$ cat src/rtl/demux_ctrl.sv
// Receive-side PCIe framing demultiplexer: strips IDL/SKP, frames STP/SDP..END
// packets into a sop/eop byte stream and flags malformed framing on err_out.
module demux_ctrl #(
  parameter int MAX_LEN = 1024
) (
  input  logic       clk,
  input  logic       reset_L,
  input  logic       enb,
  input  logic       valid_in,
  input  logic [7:0] data_in,
  input  logic       k_in,
  output logic [7:0] data_out,
  output logic       valid_out,
  output logic       sop_out,
  output logic       eop_out,
  output logic       type_out,
  output logic       err_out
);

  localparam logic [1:0] StIdle = 2'd0;
  localparam logic [1:0] StTlp  = 2'd1;
  localparam logic [1:0] StDllp = 2'd2;

  localparam logic [7:0] SymStp = 8'hFB;
  localparam logic [7:0] SymSdp = 8'h5C;
  localparam logic [7:0] SymEnd = 8'hFD;
  localparam logic [7:0] SymIdl = 8'h7C;
  localparam logic [7:0] SymSkp = 8'h1C;

  localparam logic [11:0] MaxCount = 12'(MAX_LEN);

  logic [1:0]  state_q, state_d;
  logic [11:0] count_q, count_d;
  logic [7:0]  pendData_q, pendData_d;
  logic        pendValid_q, pendValid_d;
  logic        sentFirst_q, sentFirst_d;
  logic        type_q, type_d;
  logic [7:0]  dataOut_q, dataOut_d;
  logic        validOut_q, validOut_d;
  logic        sop_q, sop_d;
  logic        eop_q, eop_d;
  logic        err_q, err_d;
  logic        accept;

  assign accept = enb & valid_in;

  // Pulse outputs (valid/sop/eop/err) default low every cycle so a held
  // block never repeats a byte or an error; everything else holds.
  always_comb begin
    state_d     = state_q;
    count_d     = count_q;
    pendData_d  = pendData_q;
    pendValid_d = pendValid_q;
    sentFirst_d = sentFirst_q;
    type_d      = type_q;
    dataOut_d   = dataOut_q;
    validOut_d  = 1'b0;
    sop_d       = 1'b0;
    eop_d       = 1'b0;
    err_d       = 1'b0;

    if (accept) begin
      if (state_q == StIdle) begin
        if (k_in && data_in == SymStp) begin
          state_d     = StTlp;
          type_d      = 1'b0;
          count_d     = 12'd0;
          pendValid_d = 1'b0;
          sentFirst_d = 1'b0;
        end else if (k_in && data_in == SymSdp) begin
          state_d     = StDllp;
          type_d      = 1'b1;
          count_d     = 12'd0;
          pendValid_d = 1'b0;
          sentFirst_d = 1'b0;
        end else if (!(k_in && (data_in == SymIdl || data_in == SymSkp))) begin
          err_d = 1'b1;
        end
      end else if (state_q == StTlp || state_q == StDllp) begin
        if (!k_in && count_q >= MaxCount) begin
          err_d       = 1'b1;
          state_d     = StIdle;
          pendValid_d = 1'b0;
        end else if (!k_in) begin
          count_d     = count_q + 12'd1;
          pendData_d  = data_in;
          pendValid_d = 1'b1;
          if (pendValid_q) begin
            dataOut_d   = pendData_q;
            validOut_d  = 1'b1;
            sop_d       = ~sentFirst_q;
            sentFirst_d = 1'b1;
          end
        end else if (data_in == SymSkp) begin
          state_d = state_q;
        end else if (data_in == SymEnd && count_q != 12'd0) begin
          // A non-zero count guarantees a pending byte to close with eop.
          dataOut_d   = pendData_q;
          validOut_d  = 1'b1;
          sop_d       = ~sentFirst_q;
          eop_d       = 1'b1;
          sentFirst_d = 1'b1;
          pendValid_d = 1'b0;
          state_d     = StIdle;
        end else begin
          err_d       = 1'b1;
          state_d     = StIdle;
          pendValid_d = 1'b0;
        end
      end else begin
        state_d = StIdle;
      end
    end
  end

  always_ff @(posedge clk or negedge reset_L) begin
    if (!reset_L) begin
      state_q     <= StIdle;
      count_q     <= 12'd0;
      pendData_q  <= 8'd0;
      pendValid_q <= 1'b0;
      sentFirst_q <= 1'b0;
      type_q      <= 1'b0;
      dataOut_q   <= 8'd0;
      validOut_q  <= 1'b0;
      sop_q       <= 1'b0;
      eop_q       <= 1'b0;
      err_q       <= 1'b0;
    end else begin
      state_q     <= state_d;
      count_q     <= count_d;
      pendData_q  <= pendData_d;
      pendValid_q <= pendValid_d;
      sentFirst_q <= sentFirst_d;
      type_q      <= type_d;
      dataOut_q   <= dataOut_d;
      validOut_q  <= validOut_d;
      sop_q       <= sop_d;
      eop_q       <= eop_d;
      err_q       <= err_d;
    end
  end

  assign data_out  = dataOut_q;
  assign valid_out = validOut_q;
  assign sop_out   = sop_q;
  assign eop_out   = eop_q;
  assign type_out  = type_q;
  assign err_out   = err_q;

endmodule

$ cat config.mk
export PLATFORM = sky130hd
export DESIGN_NAME = demux_ctrl
export DESIGN_NICKNAME = d
export VERILOG_FILES = /design/src/rtl/demux_ctrl.sv
export SDC_FILE = /design/constraint.sdc
export NUM_CORES = 1
export LEC_CHECK = 0
export ABC_CLOCK_PERIOD_IN_PS = 2250
export BUFFER_PORTS_ARGS = -buffer_cell sky130_fd_sc_hd__buf_2
export CORE_ASPECT_RATIO = 0.75
export CORE_MARGIN = 2
export CORE_UTILIZATION = 50
export DETAILED_ROUTE_END_ITERATION = 8
export PLACE_DENSITY_LB_ADDON = 0.3
export SLEW_MARGIN = 20
export SYNTH_ARGS = -nofsm -noshare
export SYNTH_HDL_FRONTEND = slang
export SYNTH_SLANG_ARGS = --single-unit
$ cat constraint.sdc
create_clock -name clk -period 2.25 [get_ports clk]
set_input_delay 0.45 -clock clk [delete_from_list [all_inputs] [get_ports clk]]
set_output_delay 0.45 -clock clk [all_outputs]
set_load 0.05 [all_outputs]
==> qor.txt <==
fill count - 301
setup TNS - 0 ns
ant diodes - 0
Synth Area in Simple Gates - 20.3%
CP Data Arrival Time - 2.25 ns
largest family of logic cells by synthesized area - simple AND/OR/NAND/NOR gates
Pleak - 1.05 nW
Max Cap Viol - 0
HPWL after DPL - 3040 um
post-route clock period utilization - 90.2%
Critical Path Sink Type - flip-flop
Clock Tree Root - clkbuf_8
clk_lat worst skew - 0.29 ns
max-slew violation count - 0
DRT iter0 DRCs - 91
Tightest Hold Check Type - in2async
Remaining DRCs - 0
first-pass GRT wire length - 6710 um
Synth Register Bits - 37
hold_ws - 0.249 ns
total CTS buffers - 5
final setup fails - 0
vias per inst - 5.73
aggregate global routing overflow - 0
storage element area - 926 sq um
Crit Path Class - reg2reg
P per Cell Area - 861 mW/mm^2
total track usage - 20.8%
ratio of cells with drive above 1 in the final layout - 31.0%
EDFF count, synth - 0
ANT nets after route - 0
R2R Path Start - state_q[0]$_DFFE_PN0P_
synth warn - 0
drt wl/cell - 15.6 um
ys flop type - dfrtp_1
largest net degree at the start of global routing - 38
via count - 1502
Synth Instances - 176
RePlAce Congestion - 0.940
Initial Util - 51.5%
Worst VDD drop - 0.000547 V
Top Ports - 26
Synth cell types - 42
Worst Clk Skew - 0.00871 ns
XOR/XNOR Fraction of Synth Area - 0.470%
required time worst endpoint - 2.47 ns
CTS tree - yes
Max-slew headroom - 45.7%
Cell Chain, Critical Path - inv_1, ha_2, o21ai_2, or3_1, or4_1, a21oi_1
cell family with most CP delay - simple AND/OR/NAND/NOR gates
asr flop ratio synth - 100%
Sink Count - 37
Synth Area in Compound Gates - 12.8%
Buffers on Ports - 25
synth cell count leaders - dfrtp_1, mux2_2, nand2_1
Final Instance Area - 0.00222 sq mm
die outline height - 56.8 um
CTS H-tree depth - 2
Post-Route WL - 4080 um
sequential-to-total area share from yosys stat - 49.7%
CP max stage cell - or4_1
antenna violations before repair - 0
fin nets - 226
Mapped Nets - 193
number of global-route vias before repair - 1432
status - finished clean
count leader, synth - dfrtp_1
fmax - 493 MHz
Std-Cell Core Area - 0.00361 sq mm
adder-cell share of the synthesized area - 2.69%
Worst-Margin Slew - 0.815 ns
Synth area leaders - dfrtp_1, mux2_2, a21oi_1
synthesized area - 0.00186 sq mm
CP peak stage delay - 0.49 ns
Hold Violations, Final - 0
largest area contributor in the netlist - dfrtp_1
Yosys top cell area share - 49.7%
Cell Area, Placed - 0.00208 sq mm
WP buf/inv - 1
shortest period the worst path allows - 2.03 ns
Critical path origin - state_q[0]$_DFFE_PN0P_
clock-pin slew on the worst setup and hold paths - 0.08 ns
Max FO, Critical Path - 7
area taken by multi-input logic gates - 882 sq um
RSZ-0062 raised after global routing - false
clk buf depth - 2
Die ar. - 0.00423 sq mm
mux cell area share after synthesis - 10.8%
Die Width - 74.5 um
Syn-to-layout area delta - 19.2%
startpoint types - flip-flop
Detailed Routing Iterations Pass 1 - 5
# rows - 19
synthesized area per cell - 10.6 sq um
[through the flow]
stage | power, mW | instances | worst slack, ns | utilization [%]
floorplan | 1.07 | 176 | 0.158 | -
global placement | 1.20 | 254 | 0.156 | 57.5
detailed placement | 1.23 | 254 | 0.101 | 57.5
CTS | 1.91 | 262 | 0.121 | 61.2
global route | 2.01 | 262 | 0.0482 | 61.4
finish | 1.91 | 262 | 0.221 | 61.4
[kinds of logic (layout without fill, tap and decap cells)]
group,after synthesis,after routing
AO/OA/AOI/OAI,38,38
XOR/XNOR,1,1
adder cells (fa/ha/maj),4,4
buffers and inverters,14,48
flip-flops,37,37
multiplexers,18,18
AND/OR/NAND/NOR,64,64
[worst reg2reg max path, delay by kind of cell (launching register included)]
family                   cells  cell delay [ns]
adder cells (fa/ha/maj)      1             0.26
flip-flops                   1             0.39
buffers and inverters        1             0.09
AO/OA/AOI/OAI                2             0.26
AND/OR/NAND/NOR              2             0.96
[registers in the layout, indices dropped and copies added, names as in the netlist]
register     cells
pendData_q       8
count_q         12
state_q          2
sentFirst_q      1
type_out         1
err_out          1
eop_out          1
sop_out          1
valid_out        1
pendValid_q      1
data_out         8
[layout by cell type, fill, tap and decap left out, drive strengths merged, types with 2 or more instances in the layout]
cell     n
nor2    11
nand4    5
or4      4
and2     2
bufinv   2
or3      5
o21ai   11
a21oi   11
nand2   12
dfrtp   37
nand3b   2
clkbuf   5
and3     2
inv      7
nand3    2
mux2i    2
o31ai    5
ha       4
o21a     3
nor4     2
nor2b    5
buf     33
mux2    16
nor3     6
[power by group]
part           internal (mW)  switching, mW
registers              0.726         0.0614
clock network          0.440          0.233
logic                  0.173          0.274
total                   1.34          0.569
[metal layers]
metal	global-route usage, %	up-vias	wire (um)
li1	-	719	-
met3	5.92	4	268
met4	5.10	0	12
met1	30.1	711	1950
met5	0	-	0
met2	30.7	68	1850
[layout make-up]
type / count / share of cell area, %
Clock buffer: 5 / 3.10
Inverter: 7 / 1.18
Clock inverter: 3 / 2.93
Sequential cell: 37 / 41.7
Tap cell: 52 / 2.93
Timing Repair Buffer: 33 / 8.35
Multi-Input combinational cell: 125 / 39.8
[final timing paths]
kind                       slack [ns]  cells past startpoint                        end
max                              0.22                      6     count_q[9]$_DFFE_PN0P_
min                              0.25                      1     count_q[6]$_DFFE_PN0P_
max reg2reg                      0.22                      6     count_q[9]$_DFFE_PN0P_
min reg2reg                      0.45                      1          sop_out$_DFF_PN0_
max in group asynchronous        1.48                      1  pendData_q[3]$_DFFE_PN0P_
min in group clk                 0.44                      2  pendData_q[0]$_DFFE_PN0P_
[timing repair]
action | 4_1_cts | 5_1_grt
buffers inserted | 0 | 0
hold buffers | 0 | 0
resized for setup | 0 | 2
setup endpoints to repair | 0 | 3
No activity file was read; power rests on OpenSTA's default activity.
